$ cat src/rtl/morse_pkg.sv
// Shared state encoding and Morse unit constants for the LED sequencer.
package morse_pkg;

  typedef enum logic [2:0] {
    IDLE     = 3'd0,
    MARK     = 3'd1,
    SYM_GAP  = 3'd2,
    CHAR_GAP = 3'd3,
    WORD_GAP = 3'd4
  } state_t;

  localparam logic [2:0] DOT_UNITS      = 3'd1;
  localparam logic [2:0] DASH_UNITS     = 3'd3;
  localparam logic [2:0] SYM_GAP_UNITS  = 3'd1;
  localparam logic [2:0] CHAR_GAP_UNITS = 3'd3;
  localparam logic [2:0] WORD_GAP_UNITS = 3'd7;

  // Mark length in units for one symbol bit (1 = dash).
  function automatic logic [2:0] mark_units(input logic dash);
    return dash ? DASH_UNITS : DOT_UNITS;
  endfunction

endpackage

$ cat src/rtl/morse_unit_timer.sv
// Free-running Morse unit timer; unit_tick marks the last cycle of each unit.
module morse_unit_timer #(
  parameter int unsigned UNIT_CYCLES = 50000000
) (
  input  logic clk,
  input  logic rst,
  input  logic clear,
  output logic unit_tick
);

  localparam int unsigned CNT_W = $clog2(UNIT_CYCLES);
  localparam logic [CNT_W-1:0] LAST    = CNT_W'(UNIT_CYCLES - 1);
  localparam logic [CNT_W-1:0] LAST_M1 = CNT_W'(UNIT_CYCLES - 2);

  logic [CNT_W-1:0] count;

  // unit_tick is registered one count early so it lines up with count == LAST.
  always_ff @(posedge clk) begin
    if (rst || clear) begin
      count     <= '0;
      unit_tick <= 1'b0;
    end else begin
      count     <= (count == LAST) ? '0 : count + CNT_W'(1);
      unit_tick <= (count == LAST_M1);
    end
  end

endmodule

$ cat src/rtl/morse_sequencer.sv
// Transmits one Morse character (or word space) per accepted request on the LED.
module morse_sequencer
  import morse_pkg::*;
#(
  parameter int unsigned UNIT_CYCLES = 50000000,
  parameter int unsigned MAX_SYMS    = 5
) (
  input  logic                clk,
  input  logic                rst,
  input  logic                in_valid,
  output logic                in_ready,
  input  logic [MAX_SYMS-1:0] sym_bits,
  input  logic [2:0]          sym_len,
  output logic                LED,
  output logic                busy,
  output logic                done
);

  state_t              state, state_nx;
  logic [2:0]          units, units_nx;
  logic [2:0]          idx, idx_nx;
  logic [2:0]          len, len_nx;
  logic [MAX_SYMS-1:0] bits, bits_nx;
  logic                done_nx;
  logic                unit_tick;
  logic                clear_c;
  logic                last_unit_c;

  // Every state change restarts the unit timer so durations are exact multiples.
  assign clear_c     = (state_nx != state);
  assign last_unit_c = unit_tick && (units == 3'd1);

  morse_unit_timer #(
    .UNIT_CYCLES(UNIT_CYCLES)
  ) u_timer (
    .clk      (clk),
    .rst      (rst),
    .clear    (clear_c),
    .unit_tick(unit_tick)
  );

  always_ff @(posedge clk) begin
    if (rst) begin
      state    <= IDLE;
      units    <= 3'd0;
      idx      <= 3'd0;
      len      <= 3'd0;
      bits     <= '0;
      LED      <= 1'b0;
      busy     <= 1'b0;
      done     <= 1'b0;
      in_ready <= 1'b1;
    end else begin
      state    <= state_nx;
      units    <= units_nx;
      idx      <= idx_nx;
      len      <= len_nx;
      bits     <= bits_nx;
      LED      <= (state_nx == MARK);
      busy     <= (state_nx != IDLE);
      done     <= done_nx;
      in_ready <= (state_nx == IDLE);
    end
  end

  always_comb begin
    state_nx = state;
    units_nx = units;
    idx_nx   = idx;
    len_nx   = len;
    bits_nx  = bits;
    done_nx  = 1'b0;

    if (unit_tick && (units != 3'd1) && (state != IDLE)) begin
      units_nx = units - 3'd1;
    end

    unique case (state)
      IDLE: begin
        if (in_valid && in_ready) begin
          bits_nx = sym_bits;
          idx_nx  = 3'd0;
          len_nx  = (32'(sym_len) > MAX_SYMS) ? 3'(MAX_SYMS) : sym_len;
          if (sym_len == 3'd0) begin
            state_nx = WORD_GAP;
            units_nx = WORD_GAP_UNITS;
          end else begin
            state_nx = MARK;
            units_nx = mark_units(sym_bits[0]);
          end
        end
      end
      MARK: begin
        if (last_unit_c) begin
          if ((idx + 3'd1) < len) begin
            state_nx = SYM_GAP;
            units_nx = SYM_GAP_UNITS;
          end else begin
            state_nx = CHAR_GAP;
            units_nx = CHAR_GAP_UNITS;
          end
        end
      end
      SYM_GAP: begin
        // Current symbol always sits in bits[0]; shift to expose the next one.
        if (last_unit_c) begin
          state_nx = MARK;
          idx_nx   = idx + 3'd1;
          bits_nx  = bits >> 1;
          units_nx = mark_units(bits[1]);
        end
      end
      CHAR_GAP, WORD_GAP: begin
        if (last_unit_c) begin
          state_nx = IDLE;
          done_nx  = 1'b1;
        end
      end
      default: begin
        state_nx = IDLE;
      end
    endcase
  end

endmodule
$ cat config.mk
export PLATFORM = sky130hd
export DESIGN_NAME = morse_sequencer
export DESIGN_NICKNAME = d
export VERILOG_FILES = /design/src/rtl/morse_pkg.sv /design/src/rtl/morse_unit_timer.sv /design/src/rtl/morse_sequencer.sv
export SDC_FILE = /design/constraint.sdc
export NUM_CORES = 1
export LEC_CHECK = 0
export ABC_AREA = 1
export CORE_MARGIN = 3
export CORE_UTILIZATION = 35
export DETAILED_ROUTE_END_ITERATION = 10
export PLACE_DENSITY_LB_ADDON = 0.1
export SLEW_MARGIN = 20
export SYNTH_ARGS = -nofsm -noshare
export SYNTH_HDL_FRONTEND = slang
export SYNTH_HIERARCHICAL = 1
export SYNTH_SLANG_ARGS = --single-unit
$ cat constraint.sdc
create_clock -name clk -period 2.75 [get_ports clk]
set_clock_uncertainty 0.2 [all_clocks]
set_input_delay 0.55 -clock clk [delete_from_list [all_inputs] [get_ports clk]]
set_output_delay 0.55 -clock clk [all_outputs]
set_load 0.03 [all_outputs]
==> results_dict.tcl <==
set metrics [dict create \
    rows 30 \
    first_pass_iters 4 \
    cts_max_path_buffers 2 \
    multi_input_area_um2 1390 \
    core_region_area_um2 6940 \
    fmax_mhz 393 \
    insertion_delay_ns 0.30 \
    ant_nets 0 \
    setup_violations 0 \
    start_util_pct 36.9 \
    slew_viol_final 0 \
    grt_start_max_net_pins 26 \
    path_max_fanout 25 \
    nFillCells 761 \
    cp-end-kind "register" \
    antenna_found_initial 0 \
    vdd_drop_max_v 0.000146 \
    clock-sinks 47 \
    seq_area_um2 941 \
    track_usage_pct 14.2 \
    final-hold-violation-count 0 \
    grt_pass1_vias 2197 \
    gp_congestion 0.804 \
    io-pin-count 15 \
    wl_per_cell_um 11.1 \
    hold_class "reg2reg" \
    cp.required_ns 2.78 \
    cts_buffers 5 \
    rsz0062_at_grt "false" \
    clk_pin_slew_worst_paths_ns 0.09 \
    worst_pin_slew_ns 0.326 \
    diodes 0 \
    grt_remaining_overflow 0 \
    wl_um 5540 \
    place_ws_ns 0.0208 \
    synth_seq_cells 47 \
    nets 419 \
    drt-initial-drc-count 58 \
    fin_crit_sh_pct 92.6 \
    synthesis.area_um2 2560 \
    ys_warn_count 6 \
    synth_area_leaders "dfxtp_1 (37%), nand2_1 (15%), nor2_1 (7.2%)" \
    die_h_um 91.6 \
    worst-setup-path-type "reg2reg" \
    cts_setup_buffers 0 \
    drc 0 \
    vias_per_cell 4.58 \
    synth_top_area_cell "dfxtp_1" \
    post_layout_nonfiller_instances 498 \
    fp.dieW_um 91.6 \
    syn_to_final_growth_pct 15.0 \
    synth_cells 375 \
    status "complete, no violations" \
    path_buf_inv 1 \
    yosysUniqueCellTypes 33 \
    slowest_stage "dfxtp_1" \
    port_buffers 14 \
    netlist.area_leader.share_pct 36.7 \
    synth_nets 393 \
    finalWorstSetupSlack_ns 0.203 \
    cpPeakStageDelay_ns 0.33 \
    grt_pass1_wl_um 9690 \
    cts_resized 0 \
    post-dp-hpwl_um 4280 \
    clockRootBuffer "clkbuf_8" \
    fin_setup_tns_ns 0 \
    critical-path-top-delay-family "simple AND/OR/NAND/NOR gates" \
    leakagePower_uw 0.00120 \
    seq_area_frac_synth_pct 36.7 \
    powerDensity_nw_per_um2 451 \
    drv_cap 0 \
    drive_gt1_share_pct 11.4 \
    arrival_ns 2.58 \
    vias 2280 \
    htree_levels 2 \
    synth_area_per_cell_um2 6.84 \
    cts_hold_buf 0 \
    period_needed_ns 2.55 \
    tritoncts "done" \
    dp.cells 490 \
    maxSlewHeadroom_pct 78.2 \
    fp.dieArea_um2 8390 \
    crit_chain "ha_1, xor2_1, ha_1, a21oi_1, nand3_1, nand2_1, nand4_2, nand2_1, nand3_1, or2_2, inv_2, nand2_8, a21oi_1" \
    cp-start-kind "register" \
]
## cell usage in the layout, fill, tap and decap left out, types with 3 or more instances in the layout
| master | instances |
|---|---|
| a21oi_1 | 23 |
| a31oi_1 | 3 |
| buf_4 | 8 |
| clkbuf_8 | 5 |
| clkdlybuf4s50_1 | 14 |
| dfxtp_1 | 47 |
| ha_1 | 7 |
| inv_1 | 47 |
| inv_2 | 7 |
| nand2_1 | 105 |
| nand2_2 | 3 |
| nand3_1 | 27 |
| nand3_2 | 3 |
| nand4_1 | 3 |
| nor2_1 | 49 |
| nor2_2 | 5 |
| nor3_1 | 3 |
| o21ai_0 | 6 |
| o21ai_1 | 5 |
| xnor2_1 | 6 |
| xor2_1 | 5 |
## layer usage
metal	track usage (%)	vias up	routed length (um)
met5	0	-	0
met3	3.23	8	210
met2	23.8	31	2560
met1	17.7	1019	2700
met4	4.90	0	70
li1	-	1222	-
## final timing paths
| path | slack [ns] | start | cells past startpoint | end |
|---|---|---|---|---|
| worst max register to register | 0.20 | idx[0] | 13 | u_timer/count[10] |
| worst min-delay path | 0.27 | len[2] | 2 | len[2] |
| worst max-delay path | 0.20 | idx[0] | 13 | u_timer/count[10] |
| worst min register to register | 0.27 | len[2] | 2 | len[2] |
## registers in the layout, summed over array words and instances, names as in the netlist
name and flops:
len 3, u_timer/count 26, units 3, state 3
u_timer/unit_tick 1, in_ready 1, LED 1, idx 3
busy 1, bits 4, done 1
## cells by family after synthesis
family	Yosys count	synth area share, %
and+or+nand+nor	211	38.2
DFF	47	36.7
xor gates and xnor gates	11	3.76
AOI/OAI and AO/OA	41	8.39
adders and majority gates	7	3.42
buffers and inverters	58	9.57
## cell usage after synthesis, drive strengths merged
cell and instances:
o21bai 1, a21oi 25, clkbuf 1, nor4 1, a31oi 3, nand3b 1
and2 1, or2 1, nand2 112, ha 7, xnor2 6, nand4 4
nor3 4, dfxtp 47, xor2 5, nand3 30, o21ai 12, buf 2
inv 55, nor2 57
## power by group
| group | total, uW | switching, uW | leakage, uW | internal, uW |
|---|---|---|---|---|
| sequential | 726 | 18.3 | 0.000382 | 708 |
| combinational | 198 | 118 | 0.000776 | 79.3 |
| clock | 407 | 228 | 0.0000422 | 179 |
| total | 1330 | 364 | 0.00120 | 966 |
## worst register-to-register path: stages, from the launching register on
cell     delay [ns]
dfxtp_1        0.33
ha_1           0.20
xor2_1         0.18
ha_1           0.28
a21oi_1        0.18
nand3_1        0.09
nand2_1        0.09
nand4_2        0.09
nand2_1        0.08
nand3_1        0.06
or2_2          0.32
inv_2          0.10
nand2_8        0.13
a21oi_1        0.15
## layout make-up
type                            count  area share (%)
Multi-Input combinational cell    270            47.3
Inverter                           55            7.17
Sequential cell                    47            31.9
Tap cell                           96            4.07
Clock inverter                      1           0.170
Clock buffer                        7            2.59
Timing Repair Buffer               22            6.79
## stage by stage
| step | total power (uW) | area [um2] | hold slack [ns] | utilization [%] |
|---|---|---|---|---|
| after floorplan | 883 | 2560 | 0.236 | - |
| after global placement | 936 | 2850 | 0.250 | 41.0 |
| after detailed placement | 938 | 2850 | 0.256 | 41.0 |
| after CTS | 1350 | 2930 | 0.270 | 42.2 |
| after global routing | 1410 | 2950 | 0.296 | 42.5 |
| final | 1330 | 2950 | 0.265 | 42.5 |
No activity file was read; power rests on OpenSTA's default activity.
